## src/rtl/rgb_fade_sequencer.sv

```systemverilog
// RGB keyframe fade sequencer: ramps three 8-bit PWM duties by one LSB per fade
// tick toward the active keyframe, holds for a number of ticks, then advances.
module rgb_fade_sequencer #(
    parameter int PRESCALER  = 8,
    parameter int NUM_KEYS   = 4,
    parameter int HOLD_TICKS = 16,
    parameter int IDX_W      = $clog2(NUM_KEYS)
) (
    input  logic             clk,
    input  logic             rst_n,
    input  logic             enable,
    input  logic             cfg_valid,
    output logic             cfg_ready,
    input  logic [IDX_W-1:0] cfg_index,
    input  logic [23:0]      cfg_rgb,
    output logic [7:0]       duty_r,
    output logic [7:0]       duty_g,
    output logic [7:0]       duty_b,
    output logic             duty_valid,
    output logic [IDX_W-1:0] key_index,
    output logic             busy
);

    localparam int CNT_W  = $clog2(PRESCALER + 1);
    localparam int HOLD_W = $clog2(HOLD_TICKS + 1);

    localparam logic [CNT_W-1:0]  CNT_LAST  = CNT_W'(PRESCALER - 1);
    localparam logic [HOLD_W-1:0] HOLD_LOAD = HOLD_W'(HOLD_TICKS);
    localparam logic [HOLD_W-1:0] HOLD_ONE  = HOLD_W'(1);
    localparam logic [IDX_W-1:0]  IDX_LAST  = IDX_W'(NUM_KEYS - 1);

    typedef enum logic [1:0] {
        ST_IDLE = 2'd0,
        ST_FADE = 2'd1,
        ST_HOLD = 2'd2
    } state_t;

    state_t            state;
    state_t            state_nxt;
    logic [CNT_W-1:0]  prescale_cnt;
    logic [CNT_W-1:0]  cnt_nxt;
    logic [HOLD_W-1:0] hold_cnt;
    logic [HOLD_W-1:0] hold_nxt;
    logic [IDX_W-1:0]  key_nxt;
    logic [7:0]        r_nxt;
    logic [7:0]        g_nxt;
    logic [7:0]        b_nxt;
    logic              duty_valid_nxt;

    logic [23:0] key_table [NUM_KEYS];
    logic [23:0] target;
    logic [31:0] cfg_index_ext;
    logic [31:0] key_index_ext;
    logic        tick;
    logic        at_target;

    assign cfg_ready     = 1'b1;
    assign busy          = (state != ST_IDLE);
    assign cfg_index_ext = 32'(cfg_index);
    assign key_index_ext = 32'(key_index);

    // Writes are matched against each legal entry, so an out-of-range index
    // simply never matches and is dropped.
    always_ff @(posedge clk or negedge rst_n) begin
        if (!rst_n) begin
            for (int i = 0; i < NUM_KEYS; i++) begin
                key_table[i] <= 24'h000000;
            end
        end else if (cfg_valid) begin
            for (int i = 0; i < NUM_KEYS; i++) begin
                if (cfg_index_ext == 32'(i)) begin
                    key_table[i] <= cfg_rgb;
                end
            end
        end
    end

    always_comb begin
        target = 24'h000000;
        for (int i = 0; i < NUM_KEYS; i++) begin
            if (key_index_ext == 32'(i)) begin
                target = key_table[i];
            end
        end
    end

    function automatic logic [7:0] step_toward(input logic [7:0] cur, input logic [7:0] tgt);
        logic [7:0] res;
        res = cur;
        if (cur < tgt) begin
            res = cur + 8'd1;
        end else if (cur > tgt) begin
            res = cur - 8'd1;
        end
        return res;
    endfunction

    assign tick      = (state != ST_IDLE) && (prescale_cnt == CNT_LAST);
    assign at_target = (duty_r == target[23:16]) &&
                       (duty_g == target[15:8])  &&
                       (duty_b == target[7:0]);

    always_comb begin
        state_nxt = state;
        cnt_nxt   = prescale_cnt;
        hold_nxt  = hold_cnt;
        key_nxt   = key_index;
        r_nxt     = duty_r;
        g_nxt     = duty_g;
        b_nxt     = duty_b;

        case (state)
            ST_IDLE: begin
                cnt_nxt  = '0;
                hold_nxt = '0;
                r_nxt    = 8'd0;
                g_nxt    = 8'd0;
                b_nxt    = 8'd0;
                if (enable) begin
                    state_nxt = ST_FADE;
                    key_nxt   = '0;
                end
            end
            ST_FADE: begin
                cnt_nxt = tick ? '0 : prescale_cnt + 1'b1;
                // Arrival is checked every clock so a retarget onto the current
                // duties ends the fade without waiting for a tick.
                if (at_target) begin
                    state_nxt = ST_HOLD;
                    hold_nxt  = HOLD_LOAD;
                end else if (tick) begin
                    r_nxt = step_toward(duty_r, target[23:16]);
                    g_nxt = step_toward(duty_g, target[15:8]);
                    b_nxt = step_toward(duty_b, target[7:0]);
                end
            end
            ST_HOLD: begin
                cnt_nxt = tick ? '0 : prescale_cnt + 1'b1;
                if (tick) begin
                    if (hold_cnt <= HOLD_ONE) begin
                        hold_nxt  = '0;
                        state_nxt = ST_FADE;
                        key_nxt   = (key_index == IDX_LAST) ? '0 : key_index + 1'b1;
                    end else begin
                        hold_nxt = hold_cnt - 1'b1;
                    end
                end
            end
            default: begin
                state_nxt = ST_IDLE;
            end
        endcase

        if ((state != ST_IDLE) && !enable) begin
            state_nxt = ST_IDLE;
            cnt_nxt   = '0;
            hold_nxt  = '0;
            key_nxt   = '0;
            r_nxt     = 8'd0;
            g_nxt     = 8'd0;
            b_nxt     = 8'd0;
        end

        duty_valid_nxt = ({r_nxt, g_nxt, b_nxt} != {duty_r, duty_g, duty_b});
    end

    always_ff @(posedge clk or negedge rst_n) begin
        if (!rst_n) begin
            state        <= ST_IDLE;
            prescale_cnt <= '0;
            hold_cnt     <= '0;
            key_index    <= '0;
            duty_r       <= 8'd0;
            duty_g       <= 8'd0;
            duty_b       <= 8'd0;
            duty_valid   <= 1'b0;
        end else begin
            state        <= state_nxt;
            prescale_cnt <= cnt_nxt;
            hold_cnt     <= hold_nxt;
            key_index    <= key_nxt;
            duty_r       <= r_nxt;
            duty_g       <= g_nxt;
            duty_b       <= b_nxt;
            duty_valid   <= duty_valid_nxt;
        end
    end

endmodule
```

## config.mk

```make
export PLATFORM = sky130hd
export DESIGN_NAME = rgb_fade_sequencer
export DESIGN_NICKNAME = d
export VERILOG_FILES = /design/src/rtl/rgb_fade_sequencer.sv
export SDC_FILE = /design/constraint.sdc
export NUM_CORES = 1
export LEC_CHECK = 0
export ABC_AREA = 1
export CELL_PAD_IN_SITES_DETAIL_PLACEMENT = 0
export CELL_PAD_IN_SITES_GLOBAL_PLACEMENT = 1
export CORE_UTILIZATION = 40
export DETAILED_ROUTE_END_ITERATION = 12
export GPL_ROUTABILITY_DRIVEN = 1
export PLACE_DENSITY_LB_ADDON = 0.1
export SETUP_SLACK_MARGIN = 0.3
export SLEW_MARGIN = 20
export SYNTH_ARGS = -nofsm -noshare
export SYNTH_HDL_FRONTEND = slang
export SYNTH_SLANG_ARGS = --single-unit
```

## constraint.sdc

```tcl
create_clock -name clk -period 3.44 [get_ports clk]
set_input_delay 0.688 -clock clk [delete_from_list [all_inputs] [get_ports clk]]
set_output_delay 0.688 -clock clk [all_outputs]
set_load 0.1 [all_outputs]
```

==> run metrics, run 1 <==
met3 WL 820 um; ys async rst share 100%; GRT overflow 0; Synth area leader dfrtp_1; required time of the critical path 3.75 ns; RSZ-0062 raised after global routing true; Post-DRT Antenna Nets 0; via count 7154; min cycle time layout 3.26 ns; Setup violations, final 0; TritonCTS clock tree yes; Die H 141 um; Top Layer Used met4; Power, Total 6640 uW; Max rail drop VDD 0.342 mV; Pleak 0.00497 uW; WP buf/inv 3; Max Transition Viols Final 0; top cells by area, synth dfrtp_1 (43%), nand2_1 (16%), o21ai_0 (11%), ha_1 (6.5%), inv_1 (4.3%); Slew @ Worst Pin 0.961 ns; largest net degree at the start of global routing 86; delay-heaviest family, CP simple AND/OR/NAND/NOR gates; Crit-path slowest cell dfrtp_4; hold crit path type in2async; critical path cell sequence ha_4, buf_12, buf_6, o21ai_0, nand2_1, nand2_1, o21ai_1, ha_1, nand2_2, nor2_4, nand2_4, nor2_4, nand2_4, nand3_4, buf_12, nor2_2, nand2_1, nand3_2, nand2_2, nand2_1, nor2_1, nand2_1, nor2_1, nand2_1; Area growth, synth to finish 28.7%; first-pass GRT wire length 36.1 mm; Tcrit/Tclk final 94.6%; post-synth cell types 42; drt pass-1 iters 5; DR DRC count 0; initial antenna violation count 0; MaxCap Viol Count 0; CTS Hold Bufs 0; Final WS setup 0.185 ns; Post-synth EDFFs 0; top-area cell type share of the netlist area 43.4%; CTS Buffer Depth 2; vias per inst 5.11; Placed Instances 1337; Yosys warning total 0; Place WS 0.0381 ns; Yosys reg bits 134; Worst-path clk slew 0.06 ns; TritonCTS buffer count 17; Synth Cell Area 0.00772 sq mm; Avg Inst Size Synth 7.43 sq um; Hold Violations, Final 0; status completed; CORE AREA 0.0188 sq mm; Antenna diodes 0; 1st-iter DRT viols 538; Synth Flop Type dfrtp_1; startpoint types flop; final non-filler cell total 1400; Crit path arrival time 3.57 ns; post-detail-place hpwl 14.8 mm; fin area 0.00994 sq mm; clock root buffer clkbuf_16; Layout Skew 0.0141 ns; Routed WL per cell 16.1 um; cell area after placement 0.00867 sq mm; largest fanout on the critical path 10; Most common cell on crit path nand2_1; Die ar. 0.0199 sq mm; CP peak stage delay 0.51 ns; DRT Wirelength 22.6 mm; Routability Congestion 0.821; IO Port Bufs 57; share of layout cells above drive strength 1 18.7%; effective utilization at floorplan 41.0%; power density over the cells 668 mW/mm^2; Fmax 0.307 GHz; sequential area share after synthesis 43.4%; Worst-Skew Late Latency 0.43 ns; H-Tree Depth 4; CP endpoint kind flop; fin nets 1197; Cells after Synth 1039; Die Width 141 um; metal2 WL 10.7 mm; WS Path Type reg2reg; syn nets 1109; Ports 59; gr usage total 23.5%; vias in the first global route 6801; Slew HR 35.7%; Rows 50; M1 WL 10.8 mm; clock sink count 134
==> synth_stat cells (all sizes together), types with 2 or more instances <==
| cell type | number |
|---|---|
| buf | 10 |
| nand3 | 46 |
| a21oi | 55 |
| o21a | 2 |
| ha | 40 |
| o311ai | 2 |
| nand4 | 16 |
| or2 | 3 |
| a21o | 2 |
| clkbuf | 36 |
| inv | 93 |
| a31oi | 2 |
| or3 | 2 |
| nor2 | 68 |
| nor3 | 9 |
| o31ai | 3 |
| nand3b | 6 |
| nand2 | 330 |
| o21ai | 169 |
| nor4 | 2 |
| xor2 | 2 |
| dfrtp | 134 |
==> worst reg2reg max path, cell delays in order (launching register included) <==
cell	delay, ns
dfrtp_4	0.51
ha_4	0.21
buf_12	0.15
buf_6	0.14
o21ai_0	0.16
nand2_1	0.07
nand2_1	0.05
o21ai_1	0.11
ha_1	0.31
nand2_2	0.06
nor2_4	0.16
nand2_4	0.09
nor2_4	0.12
nand2_4	0.07
nand3_4	0.13
buf_12	0.15
nor2_2	0.05
nand2_1	0.08
nand3_2	0.08
nand2_2	0.10
nand2_1	0.06
nor2_1	0.08
nand2_1	0.06
nor2_1	0.09
nand2_1	0.05
==> path summary, 6_finish.rpt <==
| path | cells past startpoint | slack (ns) | startpoint | endpoint |
|---|---|---|---|---|
| min reg2reg | 2 | 0.48 | key_table[10]$_DFFE_PN0P_ | key_table[10]$_DFFE_PN0P_ |
| max reg2reg | 24 | 0.18 | key_index[0]$_DFFE_PN0P_ | duty_valid$_DFF_PN0_ |
| min in group clk | 2 | 0.48 | key_table[10]$_DFFE_PN0P_ | key_table[10]$_DFFE_PN0P_ |
| max in group asynchronous | 2 | 2.34 | rst_n | key_table[46]$_DFFE_PN0P_ |
| max | 24 | 0.18 | key_index[0]$_DFFE_PN0P_ | duty_valid$_DFF_PN0_ |
| min | 1 | 0.33 | rst_n | key_table[60]$_DFFE_PN0P_ |
==> kinds of logic after synthesis <==
| kind of cell | synth area share, % |
|---|---|
| XOR/XNOR | 0.227 |
| flip-flops | 43.4 |
| adder cells (fa/ha/maj) | 6.48 |
| AO/OA/AOI/OAI | 16.3 |
| AND/OR/NAND/NOR | 26.4 |
| other | 0.0486 |
| buffers and inverters | 7.10 |
==> power breakdown <==
part	switching, uW	total [uW]	internal (uW)
clock	767	1830	1060
sequential	163	1980	1820
combinational	1740	2830	1090
total	2670	6640	3970
==> per-layer routing <==
metal / track usage [%] / vias to the layer above
met5: 0 / -
met4: 6.64 / 0
met3: 4.76 / 23
met2: 38.3 / 136
met1: 31.7 / 3401
li1: - / 3594
==> registers in the layout (all words and copies together) (netlist names) <==
signal,count
prescale_cnt,4
duty_g,8
duty_b,8
duty_valid,1
state,2
hold_cnt,5
key_index,2
key_table,96
duty_r,8
==> layout make-up <==
| cell class | count | area, sq um |
|---|---|---|
| timing repair buffer | 115 | 1180 |
| tap | 260 | 325 |
| clock inverter | 12 | 115 |
| clock buffer | 20 | 467 |
| fill | 1864 | 8890 |
| inverter | 93 | 362 |
| sequential | 134 | 3360 |
| multi-input combinational | 766 | 4130 |
==> cells in the final DEF, fill, tap and decap left out, types with 29 or more instances in the layout <==
cell type	instances
nand3_1	38
o21ai_0	131
nor2_1	51
clkdlybuf4s50_1	29
inv_1	79
a21oi_1	53
buf_4	63
nand2_1	306
dfrtp_1	132
ha_1	35
==> repair_timing <==
item | in CTS | in global routing
endpoints found under the hold margin | 0 | 0
resized for setup | 32 | 90
setup endpoints to repair | 4 | 21
gates cloned | 1 | 3
pin swaps | 13 | 47
setup buffers | 10 | 17
==> per-stage QoR <==
stage | setup TNS, ns | hold slack, ns | util [%]
after floorplan | 0 | 0.392 | -
after global placement | 0 | 0.462 | 46.0
after CTS | 0 | 0.361 | 50.2
after detailed placement | 0 | 0.468 | 46.0
after global routing | -0.0353 | 0.384 | 52.8
final | 0 | 0.329 | 52.8
Note: power is estimated with default switching activity, not from simulation.
==> run 2, diff against run 1 <==
--- a/config.mk
+++ b/config.mk
@@ -13,6 +13,7 @@
 export GPL_ROUTABILITY_DRIVEN = 1
 export PLACE_DENSITY_LB_ADDON = 0.1
 export SETUP_SLACK_MARGIN = 0.3
+export SKIP_CTS_REPAIR_TIMING = 1
 export SLEW_MARGIN = 20
 export SYNTH_ARGS = -nofsm -noshare
 export SYNTH_HDL_FRONTEND = slang
==> run metrics, run 2 (synthesized netlist as in run 1, its figures left out) <==
cell area after placement 0.00867 sq mm; 1st-iter DRT viols 444; WHS 0.332 ns; hold crit path type in2async; IO Port Bufs 57; most common cell after layout, fill and taps aside nand2_1; TritonCTS buffer count 17; CTS Buffer Depth 2; share of layout cells above drive strength 1 16.9%; Max Transition Viols Final 0; startpoint types flop; Crit-path slowest cell dfrtp_4; clock sink count 134; status completed; Routed WL per cell 15.9 um; WS Path Type reg2reg; Layout Skew 0.0130 ns; Die Width 141 um; Die ar. 0.0199 sq mm; CP endpoint kind flop; DRT Wirelength 22.1 mm; max reg flops 96; Post-DRT Antenna Nets 0; vias in the first global route 6740; Routability Congestion 0.821; initial antenna violation count 0; Hold Violations, Final 0; Slew @ Worst Pin 0.961 ns; min cycle time layout 3.29 ns; H-Tree Depth 4; vias per inst 5.05; gr usage total 23.1%; Area growth, synth to finish 26.4%; GRT overflow 0; fin nets 1192; via count 7041; R2R depth 27; effective utilization at floorplan 41.0%; clock root buffer clkbuf_16; Most common cell on crit path nand2_1; Max rail drop VDD 0.338 mV; R2R Path End duty_valid$_DFF_PN0_; CORE AREA 0.0188 sq mm; first-pass GRT wire length 35.5 mm; fin area 0.00976 sq mm; TritonCTS clock tree yes; Pleak 0.00485 uW; Worst R2R Setup Slack 0.15 ns; Ports 59; drt pass-1 iters 5; Tcrit/Tclk final 95.8%; commonest non-fill, non-tap cells in the layout nand2_1 (312), o21ai_0 (138), dfrtp_1 (132); Setup violations, final 0; largest net degree at the start of global routing 86; Worst-path clk slew 0.06 ns; Reg-to-Reg Start key_index[1]$_DFFE_PN0P_; Die H 141 um; RSZ-0062 raised after global routing true; post-detail-place hpwl 14.8 mm; power density over the cells 662 mW/mm^2; Antenna diodes 0; largest fanout on the critical path 8; Crit path arrival time 3.60 ns; most flop-heavy register key_table; WP buf/inv 7; MaxCap Viol Count 0; Worst-Skew Late Latency 0.43 ns; Rows 50; delay-heaviest family, CP simple AND/OR/NAND/NOR gates; CP peak stage delay 0.51 ns; Fmax 0.304 GHz; DR DRC count 0; Slew HR 35.7%; required time of the critical path 3.75 ns
==> run 2: changes by cell type in the layout (fill, tap and decap cells not counted), moves of 4 or more <==
cell	delta
buf_6	-4
nand2_1	+6
nand2_2	-5
o21ai_0	+7
o21ai_2	-7
==> run 2: cell type report <==
| cell class | count | area (sq um) |
|---|---|---|
| inverters | 93 | 374 |
| multi-input cells | 766 | 4060 |
| clock buffers | 20 | 467 |
| fillers | 1879 | 9070 |
| flip-flops and latches | 134 | 3360 |
| well taps | 260 | 325 |
| repair buffers | 110 | 1060 |
| clock inverters | 12 | 115 |
==> run 2: how the worst max path moves through the flow <==
stage / from / endpoint / slack (ns) / depth (start not counted)
final: key_index[1]$_DFFE_PN0P_ / duty_valid$_DFF_PN0_ / 0.15 / 27
after global placement: key_index[0]$_DFFE_PN0P_ / duty_valid$_DFF_PN0_ / 0.08 / 22
after global routing: key_index[1]$_DFFE_PN0P_ / duty_valid$_DFF_PN0_ / -0.06 / 27
after floorplan: key_index[1]$_DFFE_PN0P_ / duty_valid$_DFF_PN0_ / 0.30 / 26
after detailed placement: key_index[0]$_DFFE_PN0P_ / duty_valid$_DFF_PN0_ / 0.04 / 22
after CTS: key_index[0]$_DFFE_PN0P_ / duty_valid$_DFF_PN0_ / 0.008 / 22
==> run 2: metal layers <==
layer	vias to the layer above	track usage [%]	share of wire, %
met5	-	0	0
met4	0	6.18	1.4
met3	25	4.76	3.5
met2	135	38.0	47
met1	3303	30.8	48
li1	3578	-	-
==> run 2: through the flow <==
stage                     power [uW]  setup slack (ns)  util, %  TNS [ns]  std cells
after floorplan                 3650             0.303        -         0       1039
after global placement          4270            0.0797     46.0         0       1337
after detailed placement        4280            0.0381     46.0         0       1337
after CTS                       6130           0.00800     49.1         0       1369
after global routing            6910           -0.0572     51.8   -0.0572       1395
final                           6460             0.146     51.8         0       1395
==> run 2: power by group <==
| part | switching, uW | internal [uW] | leakage [uW] | total [uW] |
|---|---|---|---|---|
| logic | 1660 | 984 | 0.00286 | 2650 |
| registers | 160 | 1820 | 0.00171 | 1980 |
| clock network | 767 | 1060 | 0.000280 | 1830 |
| total | 2590 | 3860 | 0.00485 | 6460 |
